[src/rtl/mio_pkg.sv]
// mio_pkg: shared constants for the memory-mapped I/O bus.
//   - I/O register offsets inside the 256-byte window
//   - CTRL and STATUS bit positions
//   - default base address of the I/O window
package mio_pkg;

  localparam logic [31:0] IO_BASE_DEFAULT = 32'hFFFF_FF00;

  // Word-aligned register offsets (address bits [7:0], with [1:0] forced to 0)
  localparam logic [7:0] OFF_LED       = 8'h00;
  localparam logic [7:0] OFF_SW        = 8'h04;
  localparam logic [7:0] OFF_CNT_LOAD  = 8'h08;
  localparam logic [7:0] OFF_CNT_VALUE = 8'h0C;
  localparam logic [7:0] OFF_CTRL      = 8'h10;
  localparam logic [7:0] OFF_STATUS    = 8'h14;

  // CTRL register bits
  localparam int CTRL_EN          = 0;
  localparam int CTRL_AUTO_RELOAD = 1;
  localparam int CTRL_IRQ_EN      = 2;
  localparam int CTRL_BITS        = 3;

  // STATUS register bits (write 1 to clear)
  localparam int STAT_DONE    = 0;
  localparam int STAT_BUS_ERR = 1;

endpackage

[src/rtl/mio_counter.sv]
// mio_counter: reloadable down-counter with sticky done flag.
// Ports:
//   i_clk, i_rst     clock, synchronous active-high reset
//   i_load_we        CNT_LOAD write strobe: loads both cnt_load and cnt_value
//   i_load_data      value written to CNT_LOAD
//   i_en             count enable (registered CTRL.en)
//   i_auto_reload    reload from cnt_load on wrap instead of stopping at 0
//   i_done_clr       W1C clear of the done flag
//   o_cnt_value      current count
//   o_cnt_load       reload value
//   o_done           sticky done flag
module mio_counter (
  input  logic        i_clk,
  input  logic        i_rst,
  input  logic        i_load_we,
  input  logic [31:0] i_load_data,
  input  logic        i_en,
  input  logic        i_auto_reload,
  input  logic        i_done_clr,
  output logic [31:0] o_cnt_value,
  output logic [31:0] o_cnt_load,
  output logic        o_done
);

  logic [31:0] r_cnt_value;
  logic [31:0] r_cnt_load;
  logic        r_done;
  logic        w_wrap;

  // A load on the same edge replaces the tick entirely, so it also suppresses
  // the done set that the 1 -> 0/reload transition would otherwise cause.
  assign w_wrap = i_en && !i_load_we && (r_cnt_value == 32'd1);

  always_ff @(posedge i_clk) begin
    if (i_rst) begin
      r_cnt_value <= '0;
      r_cnt_load  <= '0;
      r_done      <= 1'b0;
    end else begin
      if (i_load_we) begin
        r_cnt_load  <= i_load_data;
        r_cnt_value <= i_load_data;
      end else if (i_en) begin
        if (r_cnt_value > 32'd1) begin
          r_cnt_value <= r_cnt_value - 32'd1;
        end else if (r_cnt_value == 32'd1) begin
          r_cnt_value <= i_auto_reload ? r_cnt_load : 32'd0;
        end
        // value 0: hold, no underflow
      end

      // Set has priority over the W1C clear on the same edge.
      if (w_wrap) begin
        r_done <= 1'b1;
      end else if (i_done_clr) begin
        r_done <= 1'b0;
      end
    end
  end

  assign o_cnt_value = r_cnt_value;
  assign o_cnt_load  = r_cnt_load;
  assign o_done      = r_done;

endmodule

[src/rtl/mio_bus.sv]
// mio_bus: memory-mapped I/O bus downstream of the MEM stage.
// Decodes each access to data RAM, the I/O register window, or unmapped
// space, and returns load data combinationally in the same cycle.
// Ports:
//   clk, rst    CPU clock, synchronous active-high reset
//   cpu_we      MEM-stage store strobe
//   cpu_addr    byte address (bits [1:0] ignored)
//   cpu_wdata   store data
//   cpu_rdata   load data (combinational)
//   ram_we, ram_addr, ram_wdata, ram_rdata   data RAM port (async read)
//   sw_in       raw switches (asynchronous, synchronized with 2 flops)
//   led_out     LED register
//   cnt_irq     done & irq_en
//   bus_err     sticky unmapped-write flag
// Handshake: none. Every cycle with cpu_we=1 is a store committed at the next
// clk edge; every cycle is implicitly a load whose data is valid on cpu_rdata
// in that same cycle. There is no stall or ready.
module mio_bus
  import mio_pkg::*;
#(
  parameter int          RAM_ADDR_BITS = 10,
  parameter logic [31:0] IO_BASE       = IO_BASE_DEFAULT,
  parameter int          SW_WIDTH      = 16
) (
  input  logic                     clk,
  input  logic                     rst,
  input  logic                     cpu_we,
  input  logic [31:0]              cpu_addr,
  input  logic [31:0]              cpu_wdata,
  output logic [31:0]              cpu_rdata,
  output logic                     ram_we,
  output logic [RAM_ADDR_BITS-1:0] ram_addr,
  output logic [31:0]              ram_wdata,
  input  logic [31:0]              ram_rdata,
  input  logic [SW_WIDTH-1:0]      sw_in,
  output logic [SW_WIDTH-1:0]      led_out,
  output logic                     cnt_irq,
  output logic                     bus_err
);

  logic [SW_WIDTH-1:0]  r_led;
  logic [SW_WIDTH-1:0]  r_sw_s1;
  logic [SW_WIDTH-1:0]  r_sw_s2;
  logic [CTRL_BITS-1:0] r_ctrl;
  logic                 r_bus_err;

  logic                 w_ram_sel;
  logic                 w_io_sel;
  logic [7:0]           w_off;
  logic                 w_io_we;
  logic                 w_unmapped_we;
  logic [31:0]          w_cnt_value;
  logic [31:0]          w_cnt_load;
  logic                 w_done;
  logic [31:0]          w_status;
  logic [31:0]          w_io_rdata;
  logic                 w_unused_addr_lsb;

  // ---------------- decode ----------------
  assign w_ram_sel = (cpu_addr[31:RAM_ADDR_BITS+2] == '0);
  assign w_io_sel  = (cpu_addr[31:8] == IO_BASE[31:8]);
  // Byte offset within the word is dropped so 0xFF03 aliases 0xFF00.
  assign w_off     = {cpu_addr[7:2], 2'b00};
  assign w_unused_addr_lsb = &{1'b0, cpu_addr[1:0]};

  assign w_io_we       = cpu_we && w_io_sel;
  assign w_unmapped_we = cpu_we && !w_ram_sel && !w_io_sel;

  // ---------------- RAM path ----------------
  assign ram_we    = cpu_we && w_ram_sel;
  assign ram_addr  = cpu_addr[RAM_ADDR_BITS+1:2];
  assign ram_wdata = cpu_wdata;

  // ---------------- I/O registers ----------------
  always_ff @(posedge clk) begin
    if (rst) begin
      r_led     <= '0;
      r_sw_s1   <= '0;
      r_sw_s2   <= '0;
      r_ctrl    <= '0;
      r_bus_err <= 1'b0;
    end else begin
      r_sw_s1 <= sw_in;
      r_sw_s2 <= r_sw_s1;

      if (w_io_we && (w_off == OFF_LED)) begin
        r_led <= cpu_wdata[SW_WIDTH-1:0];
      end
      if (w_io_we && (w_off == OFF_CTRL)) begin
        r_ctrl <= cpu_wdata[CTRL_BITS-1:0];
      end

      // Set wins over a simultaneous W1C (cannot actually coincide, since a
      // STATUS write is never unmapped, but the priority is kept explicit).
      if (w_unmapped_we) begin
        r_bus_err <= 1'b1;
      end else if (w_io_we && (w_off == OFF_STATUS) && cpu_wdata[STAT_BUS_ERR]) begin
        r_bus_err <= 1'b0;
      end
    end
  end

  mio_counter u_counter (
    .i_clk         (clk),
    .i_rst         (rst),
    .i_load_we     (w_io_we && (w_off == OFF_CNT_LOAD)),
    .i_load_data   (cpu_wdata),
    .i_en          (r_ctrl[CTRL_EN]),
    .i_auto_reload (r_ctrl[CTRL_AUTO_RELOAD]),
    .i_done_clr    (w_io_we && (w_off == OFF_STATUS) && cpu_wdata[STAT_DONE]),
    .o_cnt_value   (w_cnt_value),
    .o_cnt_load    (w_cnt_load),
    .o_done        (w_done)
  );

  // ---------------- read mux ----------------
  always_comb begin
    w_status               = '0;
    w_status[STAT_DONE]    = w_done;
    w_status[STAT_BUS_ERR] = r_bus_err;
  end

  always_comb begin
    w_io_rdata = '0;
    case (w_off)
      OFF_LED:       w_io_rdata = 32'(r_led);
      OFF_SW:        w_io_rdata = 32'(r_sw_s2);
      OFF_CNT_LOAD:  w_io_rdata = w_cnt_load;
      OFF_CNT_VALUE: w_io_rdata = w_cnt_value;
      OFF_CTRL:      w_io_rdata = 32'(r_ctrl);
      OFF_STATUS:    w_io_rdata = w_status;
      default:       w_io_rdata = '0;
    endcase
  end

  always_comb begin
    cpu_rdata = '0;
    if (w_ram_sel) begin
      cpu_rdata = ram_rdata;
    end else if (w_io_sel) begin
      cpu_rdata = w_io_rdata;
    end
  end

  assign led_out = r_led;
  assign bus_err = r_bus_err;
  assign cnt_irq = w_done && r_ctrl[CTRL_IRQ_EN];

endmodule

[config.mk]
export PLATFORM = sky130hd
export DESIGN_NAME = mio_bus
export DESIGN_NICKNAME = d
export VERILOG_FILES = /design/src/rtl/mio_pkg.sv /design/src/rtl/mio_counter.sv /design/src/rtl/mio_bus.sv
export SDC_FILE = /design/constraint.sdc
export NUM_CORES = 1
export LEC_CHECK = 0
export BUFFER_PORTS_ARGS = -buffer_cell sky130_fd_sc_hd__buf_4
export CAP_MARGIN = 20
export CELL_PAD_IN_SITES_DETAIL_PLACEMENT = 1
export CELL_PAD_IN_SITES_GLOBAL_PLACEMENT = 1
export CORE_MARGIN = 2
export CORE_UTILIZATION = 35
export DETAILED_ROUTE_END_ITERATION = 8
export MAX_ROUTING_LAYER = met4
export PLACE_DENSITY_LB_ADDON = 0.1
export SLEW_MARGIN = 10
export SYNTH_ARGS = -nofsm -noshare
export SYNTH_HDL_FRONTEND = slang
export SYNTH_SLANG_ARGS = --single-unit
[constraint.sdc]
create_clock -name clk -period 3.2 [get_ports clk]
set_input_delay 0.48 -clock clk [delete_from_list [all_inputs] [get_ports clk]]
set_output_delay 0.48 -clock clk [all_outputs]
set_load 0.02 [all_outputs]
### After elaboration in Yosys (flattened, before gate mapping)

Index checks and enable logic that the tools add are counted.

| word-level totals | value |
|---|---|
| flip-flop bits (word level) | 117 |
| bits of input ports | 115 |
| output and inout bits | 93 |

| cells by class | value |
|---|---|
| add/sub/neg operators | 1 |
| $lt $le $gt $ge | 1 |
| equal/unequal tests | 7 |
| muxes and demuxes | 12 |
| reduce and logical (&&, ||, !) cells | 23 |

Operators by type and width:

| operator | count |
|---|---|
| 2-to-1 mux 32 bit | 7 |
| one-hot mux 32 bit (6 select lines) | 1 |
| == test 32 x 1 -> 1 bit (second input constant) | 1 |
| greater-than comparator 32 x 1 -> 1 bit (second input constant) | 1 |
| subtractor 32 x 1 -> 32 bit (second input constant) | 1 |
| == test 24 bit (second input constant) | 1 |
| logical NOT 20 bit | 1 |
| logical AND 1 bit | 13 |
| == test 6 x 2 -> 1 bit (second input constant) | 2 |
| == test 6 x 3 -> 1 bit (second input constant) | 2 |
| logical NOT 8 bit | 1 |
| == test 6 x 1 -> 1 bit (second input constant) | 1 |
| nonzero test 2 bit | 3 |
| 2-to-1 mux 1 bit | 4 |
| logical NOT 1 bit | 3 |
| nonzero test 3 bit | 1 |
| AND reduction 2 bit | 1 |

### Depth between registers and ports, before layout

Gate-level depths: netlist of the first run.

| depth | value |
|---|---|
| depth after elaboration | 7 |
| gate-level depth with buffers | 9 |
| mapped depth without buffers | 8 |

### Cells and area by module

A second synthesis of the first run with hierarchy kept.

| second synthesis, totals | value |
|---|---|
| cells, all modules | 783 |
| area total of the unflattened synthesis | 6819.0 um^2 |

By module, submodules not included:

| module | times used | cells each | area an instance (um^2) | sequential area each (um^2) |
|---|---|---|---|---|
| mio_counter | 1 | 449 | 3583.4 | 1301.2 |
| mio_bus | 1 | 334 | 3235.6 | 1041.0 |

### Worst setup path after synthesis of the first run

No wires, ideal clock.

| timing path | value |
|---|---|
| kind | input -> output |
| from | in cpu_addr[4] |
| to | out cpu_rdata[22] |
| arrival | 2.586 ns |
| required time | 2.720 ns |
| path slack | 0.134 ns |
| stages | 7 |
| path buffers | 3 |
| cells stage by stage | buf_2 > nor4_2 > and3b_1 > clkbuf_1 > buf_1 > a22oi_1 > o21ai_0 |

| between the ends | value |
|---|---|
| longest elaborated chain between the ends | 4 |

Ends and longest elaborated chain:

| what | RTL line | source |
|---|---|---|
| start, declared | mio_bus.sv:28 | `input logic [31:0] cpu_addr,` |
| == test 6 x 3 -> 1 bit (tied with other cells) | mio_bus.sv:125 | `case (w_off)` |
| one-hot mux 32 bit (6 select lines) * | mio_bus.sv:125 |  |
| 2-to-1 mux 32 bit * | mio_bus.sv:140 | `end else if (w_io_sel) begin` |
| 2-to-1 mux 32 bit * | mio_bus.sv:138 | `if (w_ram_sel) begin` |
| end, declared | mio_bus.sv:30 | `output logic [31:0] cpu_rdata,` |

Every way passes the cells marked *; elsewhere a longest branch is shown, timed or not.

### Worst setup path after layout of the first run

| timing path | value |
|---|---|
| from | in cpu_addr[4] |
| to | out cpu_rdata[16] |

The elaborated chain is that of the path after synthesis.

==> results.md, run 1 <==
* Status: finished, final reports clean
* Port Buf Inserts at 205
* Post-CTS Setup Bufs at 0
* Synth cell count leaders: nand2_1 (118), dfxtp_1 (117), a21oi_1 (68), nor2_1 (56), o21ai_0 (45)
* Cells along the critical path: buf_4 -> nor4_2 -> and3b_1 -> buf_4 -> a22oi_1 -> o21ai_0 -> buf_4
* Antenna cell count at 0
* Setup violations, final at 0
* Initial core utilization at 0.358
* Post-synth top area cell: dfxtp_1
* Clock-pin slew on the worst setup and hold paths at 60 ps
* Min-delay src: sw_in[10]
* Initial antenna violation count at 0
* Clock latency on the worst-skew pair at 420 ps
* Worst Skew at 7.63 ps
* Final GP Congestion at 0.884
* RSZ-0062 raised after global routing: false
* # nets final at 1070
* Area growth syn-to-layout at 30.7%
* HPWL after detailed placement at 17400 µm
* Delay-heaviest family, CP: simple AND/OR/NAND/NOR gates
* Critical Path Slowest Stage Cell: nor4_2
* Synth Net Count at 918
* Congestion Overflow GR at 0
* Worst path buffer plus inverter count at 3
* Total iterations of the first detailed-routing run at 4
* CP startpoint kind: input pin
* Num CTS Buffers at 17
* Fmax at 345 MHz
* Critical Path Fanout Max at 16
* CP most frequent cell: buf_4
* Die Y-Extent at 143 µm
* Die area at 0.0204 mm²
* Final hold vios at 0
* Vias in the first global route at 7289
* Post_cts resized at 0
* Core area at 0.0188 mm²
* Design Power at 3630 µW
* Max Slew Vio Count at 0
* First-pass GRT wire length at 38600 µm
* Worst slew margin at 0.423
* CP Launch Point: cpu_addr[4]
* CTS tree: done
* Required time of the critical path at 2720 ps
* Area share of the largest cell type after synthesis at 0.348
* Cell leakage power at 0.00364 µW
* DRC violations left at 0
* ANT nets after route at 0
* Clk root buf: clkbuf_16
* Hold_buf cts at 0
* Synth Instances at 801
* Simple-Gate Fraction of Synth Area at 0.242
* Minimum clock period at 2900 ps
* Post-synth EDFFs at 0
* Actual slew at the worst max-slew pin at 858 ps
* Critical path class: in2out
* Multi-input gate area at 0.00377 mm²
* Fraction of layout instances using a drive strength above 1 at 0.323
* Ranking of synthesized cells by area: dfxtp_1 (35%), nand2_1 (6.6%), a21oi_1 (5.1%)
* Worst setup margin at 298 ps
* Sequential-to-total area share from yosys stat at 0.348
* Starting DRT DRC Count at 433
* Ratio of final minimum period to clock period at 0.907
* Most common cell in the netlist: nand2_1
* Largest family of logic cells by synthesized area: simple AND/OR/NAND/NOR gates
* FF-to-FF Start: u_counter.o_cnt_value[23]$_SDFFE_PP0P_
* Pin count of the biggest net entering global routing at 50
* Avg Cell Area, Syn at 8.41 µm²
* Complex-gate fraction of the synthesized area at 0.202
* H-tree depth at 4
* Post-synth top flop: dfxtp_1
* Rows at 50
* Hold Path Class: in2reg
* Worst Setup End Kind: primary output
* Worst slack, placed at 332 ps
* Crit path arrival time at 2420 ps
* Vias per inst at 5.57
* Total Neg Setup Slack at 0 ps
* Die X at 143 µm
* Reg area at 0.00234 mm²
* #FFs+latches synth at 117
* Xor/xnor cell area share of the yosys netlist at 0.0234
* Yosys warns at 0
* Post-synthesis mux area share at 0.0874
* Total track usage at 0.248
* I/O pins at 208
* Clock buffer depth at 2
* Total Routed Length at 24400 µm
* DR vias at 6832
* Post-Synth Adder-Cell Area at 0.00371
* Clk sinks at 117
* Pwr/cell area at 413 mW/mm²
* # fillers at 2248
* Mapped cell area at 0.00674 mm²
* Peak supply drop at 0.000341 V
* Post-synth ARST share at 0
* Distinct cells, synth at 75
* Max incr delay on CP at 560 ps
* DR WL/cell at 19.9 µm
* Max capacitance violation total at 0
==> final timing paths <==
path                                            end  slack [ps]  depth (start not counted)
min reg2reg                   r_sw_s2[9]$_SDFF_PP0_         440                          1
max reg2reg  u_counter.o_cnt_value[26]$_SDFFE_PP0P_         440                          6
max                                   cpu_rdata[16]         300                          7
min                          r_sw_s1[10]$_SDFF_PP0_         270                          2
==> worst reg2reg max path: stages, from the launching register on <==
cell	delay [ps]
dfxtp_1	410
nor4_2	480
nand3_2	320
o41a_1	660
nand2_2	320
o21ai_0	170
a311oi_1	310
==> kinds of logic after synthesis <==
| kind of cell | after synthesis |
|---|---|
| AOI/OAI and AO/OA | 203 |
| xor gates and xnor gates | 18 |
| adders and majority gates | 2 |
| buffers and inverters | 108 |
| DFF | 117 |
| muxes | 41 |
| and+or+nand+nor | 312 |
==> per-layer routing <==
metal / GRT usage / wire (µm) / up-vias / share of wire
met5: - / 0 / - / 0
li1: - / - / 3176 / -
met3: 0.0402 / 1150 / 23 / 0.047
met4: 0.0683 / 332 / 0 / 0.014
met1: 0.298 / 10500 / 3423 / 0.43
met2: 0.432 / 12400 / 210 / 0.51
==> layout make-up <==
class,instances,share of cell area
tap,260,0.0369
clock buffer,18,0.0487
timing repair buffer,233,0.200
sequential,117,0.266
inverter,8,0.00341
multi-input combinational,576,0.429
clock inverter,14,0.0161
==> registers in the layout, summed over array words and instances (netlist names) <==
register / flops
u_counter.o_cnt_value: 32
r_sw_s1: 16
u_counter.o_cnt_load: 32
u_counter.o_done: 1
bus_err: 1
r_sw_s2: 16
r_ctrl: 3
led_out: 16
==> cells in the final DEF (no fill, tap or decap), drive strengths merged, types with 14 or more instances in the layout <==
master / Yosys / final
a21oi: 68 / 68
a22oi: 17 / 17
buf: 65 / 233
clkbuf: 35 / 18
dfxtp: 117 / 117
inv: 8 / 15
mux2i: 27 / 27
mux4: 14 / 14
nand2: 120 / 120
nand4: 18 / 18
nor2: 57 / 57
nor2b: 33 / 33
nor3: 14 / 14
nor4: 20 / 20
o21ai: 47 / 47
==> through the flow <==
stage / hold WS [ps] / area (µm²) / std cells / util
global route: 260 / 8800 / 1226 / 0.468
detailed placement: 431 / 8230 / 1194 / 0.437
finish: 270 / 8800 / 1226 / 0.468
floorplan: 414 / 6740 / 801 / -
global placement: 427 / 8230 / 1194 / 0.437
CTS: 256 / 8800 / 1226 / 0.468
==> power breakdown <==
group	total, µW	switching, µW	internal [µW]	leakage, µW
combinational	302	151	151	0.00242
clock	1850	762	1090	0.000267
sequential	1480	5.85	1480	0.000949
total	3630	919	2720	0.00364
Power figures use the tool's default switching activity.
==> inputs of run 2 (changes only) <==
SYNTH_HIERARCHICAL = 1   (was not set)
==> results.md, run 2 <==
* Status: finished, final reports clean (unchanged)
* Worst path buffer plus inverter count at 0 (was 3)
* Die Y-Extent at 144 µm (was 143 µm)
* Final GP Congestion at 0.891 (was 0.884)
* DR WL/cell at 21.1 µm (was 19.9 µm)
* Clock latency on the worst-skew pair at 430 ps (was 420 ps)
* Worst slew margin at 0.424 (was 0.423)
* Total Routed Length at 25700 µm (was 24400 µm)
* Worst Setup End Kind: flop (was primary output)
* Post-synth top area cell: dfxtp_1 (unchanged)
* CP startpoint kind: flop (was input pin)
* Clk root buf: clkbuf_16 (unchanged)
* Synth Instances at 783 (was 801)
* Critical path class: reg2reg (was in2out)
* Mapped cell area at 0.00682 mm² (was 0.00674 mm²)
* ANT nets after route at 0 (unchanged)
* Fraction of layout instances using a drive strength above 1 at 0.330 (was 0.323)
* FF-to-FF Start: u_counter/o_cnt_value[23]$_SDFFE_PP0P_ (was u_counter.o_cnt_value[23]$_SDFFE_PP0P_)
* Clock buffer depth at 2 (unchanged)
* Switching Power at 982 µW (was 919 µW)
* I/O pins at 208 (unchanged)
* Post_cts resized at 0 (unchanged)
* Setup violations, final at 0 (unchanged)
* Required time of the critical path at 3530 ps (was 2720 ps)
* Reg area at 0.00234 mm² (unchanged)
* Post-synth ARST share at 0 (unchanged)
* RSZ-0062 raised after global routing: false (unchanged)
* Total track usage at 0.262 (was 0.248)
* Initial antenna violation count at 0 (unchanged)
* Cells along the critical path: or4_4 -> or3_1 -> or4_4 -> a211o_1 -> a311oi_1 (was buf_4 -> nor4_2 -> and3b_1 -> buf_4 -> a22oi_1 -> o21ai_0 -> buf_4)
* Num CTS Buffers at 17 (unchanged)
* Post-synth EDFFs at 0 (unchanged)
* Congestion Overflow GR at 0 (unchanged)
* Distinct cells, synth at 64 (was 75)
* Rows at 51 (was 50)
* Multi-input gate area at 0.00387 mm² (was 0.00377 mm²)
* Min-delay src: sw_in[9] (was sw_in[10])
* Gate power share at 0.083 (about the same)
* R2r endpoint: u_counter/o_cnt_value[7]$_SDFFE_PP0P_ (was u_counter.o_cnt_value[26]$_SDFFE_PP0P_)
* Total iterations of the first detailed-routing run at 5 (was 4)
* Hold Path Class: in2reg (unchanged)
* Crit path arrival time at 3200 ps (was 2420 ps)
* Initial core utilization at 0.354 (was 0.358)
* Seq pwr share at 0.390 (was 0.408)
* Cell leakage power at 0.00367 µW (was 0.00364 µW)
* Clock-pin slew on the worst setup and hold paths at 60 ps (about the same)
* DRC violations left at 0 (unchanged)
* CP Launch Point: u_counter/o_cnt_value[23]$_SDFFE_PP0P_ (was cpu_addr[4])
* Final hold vios at 0 (unchanged)
* P_int at 2820 µW (was 2720 µW)
* Synth Net Count at 900 (was 918)
* # fillers at 2276 (was 2248)
* Total Neg Setup Slack at 0 ps (unchanged)
* Worst reg2reg path depth at 5 (was 6)
* Max Slew Vio Count at 0 (unchanged)
* # nets final at 1061 (was 1070)
* Critical Path Fanout Max at 19 (was 16)
* Die area at 0.0206 mm² (was 0.0204 mm²)
* Synth cell count leaders: dfxtp_1 (117), a21oi_1 (63), nor2_1 (57), nand2_1 (56), clkbuf_1 (46) (was nand2_1 (118), dfxtp_1 (117), a21oi_1 (68), nor2_1 (56), o21ai_0 (45))
* Core area at 0.0193 mm² (was 0.0188 mm²)
* First-pass GRT wire length at 40600 µm (was 38600 µm)
* Ranking of synthesized cells by area: dfxtp_1 (34%), a21oi_1 (4.6%), buf_4 (4.6%) (was dfxtp_1 (35%), nand2_1 (6.6%), a21oi_1 (5.1%))
* Starting DRT DRC Count at 348 (was 433)
* HPWL after detailed placement at 18800 µm (was 17400 µm)
* Peak supply drop at 0.000353 V (was 0.000341 V)
* Sequential-to-total area share from yosys stat at 0.343 (was 0.348)
* WHS Endpoint: r_sw_s1[9]$_SDFF_PP0_ (was r_sw_s1[10]$_SDFF_PP0_)
* Vias in the first global route at 7247 (was 7289)
* CP most frequent cell: or4_4 (was buf_4)
* Ratio of final minimum period to clock period at 0.896 (was 0.907)
* Hold_buf cts at 0 (unchanged)
* Antenna cell count at 0 (unchanged)
* Commonest non-fill, non-tap cell in the layout: buf_4 (unchanged)
* Worst Skew at 8.70 ps (was 7.63 ps)
* Minimum clock period at 2870 ps (was 2900 ps)
* R2R setup slack at 330 ps (was 440 ps)
* #FFs+latches synth at 117 (unchanged)
* Fmax at 349 MHz (was 345 MHz)
* Most common cell in the netlist: dfxtp_1 (was nand2_1)
* Critical Path Slowest Stage Cell: or4_4 (was nor4_2)
* Sw Share at 0.258 (was 0.253)
* H-tree depth at 4 (unchanged)
* Clock Power Share at 0.527 (was 0.509)
* Actual slew at the worst max-slew pin at 864 ps (was 858 ps)
* Post-CTS Setup Bufs at 0 (unchanged)
* DR vias at 6995 (was 6832)
* Post-synth top flop: dfxtp_1 (unchanged)
* Clk sinks at 117 (unchanged)
* Hold depth at 2 (unchanged)
* Pin count of the biggest net entering global routing at 50 (unchanged)
* Avg Cell Area, Syn at 8.71 µm² (was 8.41 µm²)
* Die X at 144 µm (was 143 µm)
* Max incr delay on CP at 760 ps (was 560 ps)
* Max capacitance violation total at 0 (unchanged)
* Vias per inst at 5.72 (was 5.57)
* Yosys warns at 6 (was 0)
* Port Buf Inserts at 205 (unchanged)
* Pwr/cell area at 420 mW/mm² (was 413 mW/mm²)
* Area share of the largest cell type after synthesis at 0.343 (was 0.348)
* Most frequent cells in the layout: buf_4 (242), dfxtp_1 (117), a21oi_1 (63) (was buf_4 (232), nand2_1 (118), dfxtp_1 (117))
* CTS tree: done (unchanged)
* Design Power at 3800 µW (was 3630 µW)
* Delay-heaviest family, CP: simple AND/OR/NAND/NOR gates (unchanged)
* Area growth syn-to-layout at 32.6% (was 30.7%)
run 2: cell types whose count changed after synthesis, sizes merged, moves of 9 or more:
cell / previous run / this run
nand2: 120 / 56
o21ai: 47 / 14
o31ai: 2 / 21
o2bb2ai: 0 / 17
nand4: 18 / 33
a22oi: 17 / 3
clkbuf: 35 / 46
a22o: 4 / 14
a32o: 13 / 3
buf: 65 / 56
run 2: cell families after synthesis:
| kind of cell | Yosys count | synth area share |
|---|---|---|
| simple gates | 281 | 0.218 |
| compound gates | 204 | 0.223 |
| flops | 117 | 0.343 |
| buf+inv | 111 | 0.0899 |
| mux | 46 | 0.0936 |
| xor+xnor | 22 | 0.0283 |
| fa+ha+maj | 2 | 0.00367 |
run 2: layout make-up:
| cell class | count | area share |
|---|---|---|
| tap | 265 | 0.0367 |
| multi-input combinational | 555 | 0.428 |
| sequential | 117 | 0.259 |
| clock buffer | 17 | 0.0470 |
| clock inverter | 15 | 0.0201 |
| timing repair buffer | 244 | 0.205 |
| inverter | 9 | 0.00373 |
run 2: power by group through the flow:
stage | clock network [µW] | registers [µW] | logic, µW
2_1_floorplan | 0 | 1510 | 159
3_3_place_gp | 0 | 1510 | 311
3_5_place_dp | 0 | 1510 | 317
4_1_cts | 2030 | 1480 | 318
5_1_grt | 2090 | 1480 | 339
6_report | 2000 | 1480 | 316
run 2: worst max path at each step:
stage	slack, ps	to	depth (start not counted)
after floorplan	200	u_counter/o_cnt_load[13]$_SDFFE_PP0P_	9
after global placement	400	u_counter/o_cnt_value[27]$_SDFFE_PP0P_	9
after detailed placement	340	u_counter/o_cnt_value[11]$_SDFFE_PP0P_	9
after CTS	340	u_counter/o_cnt_value[3]$_SDFFE_PP0P_	5
after global routing	180	u_counter/o_cnt_value[4]$_SDFFE_PP0P_	5
final	330	u_counter/o_cnt_value[7]$_SDFFE_PP0P_	5
run 2: layer usage:
| metal | up-vias | track usage | part of all wire | wire length [µm] |
|---|---|---|---|---|
| met5 | - | - | 0 | 0 |
| li1 | 3229 | - | - | - |
| met3 | 39 | 0.0340 | 0.043 | 1120 |
| met4 | 0 | 0.0789 | 0.018 | 474 |
| met2 | 222 | 0.442 | 0.50 | 12900 |
| met1 | 3505 | 0.327 | 0.44 | 11300 |
run 2: per-stage QoR:
| step | util | area (µm²) | worst slack (ps) | cells | hold WS [ps] |
|---|---|---|---|---|---|
| final | 0.469 | 9040 | 332 | 1222 | 261 |
| after global routing | 0.469 | 9040 | 178 | 1222 | 261 |
| after CTS | 0.469 | 9040 | 344 | 1222 | 248 |
| after detailed placement | 0.438 | 8440 | 339 | 1190 | 425 |
| after global placement | 0.438 | 8440 | 395 | 1190 | 418 |
| after floorplan | - | 6820 | 203 | 783 | 414 |
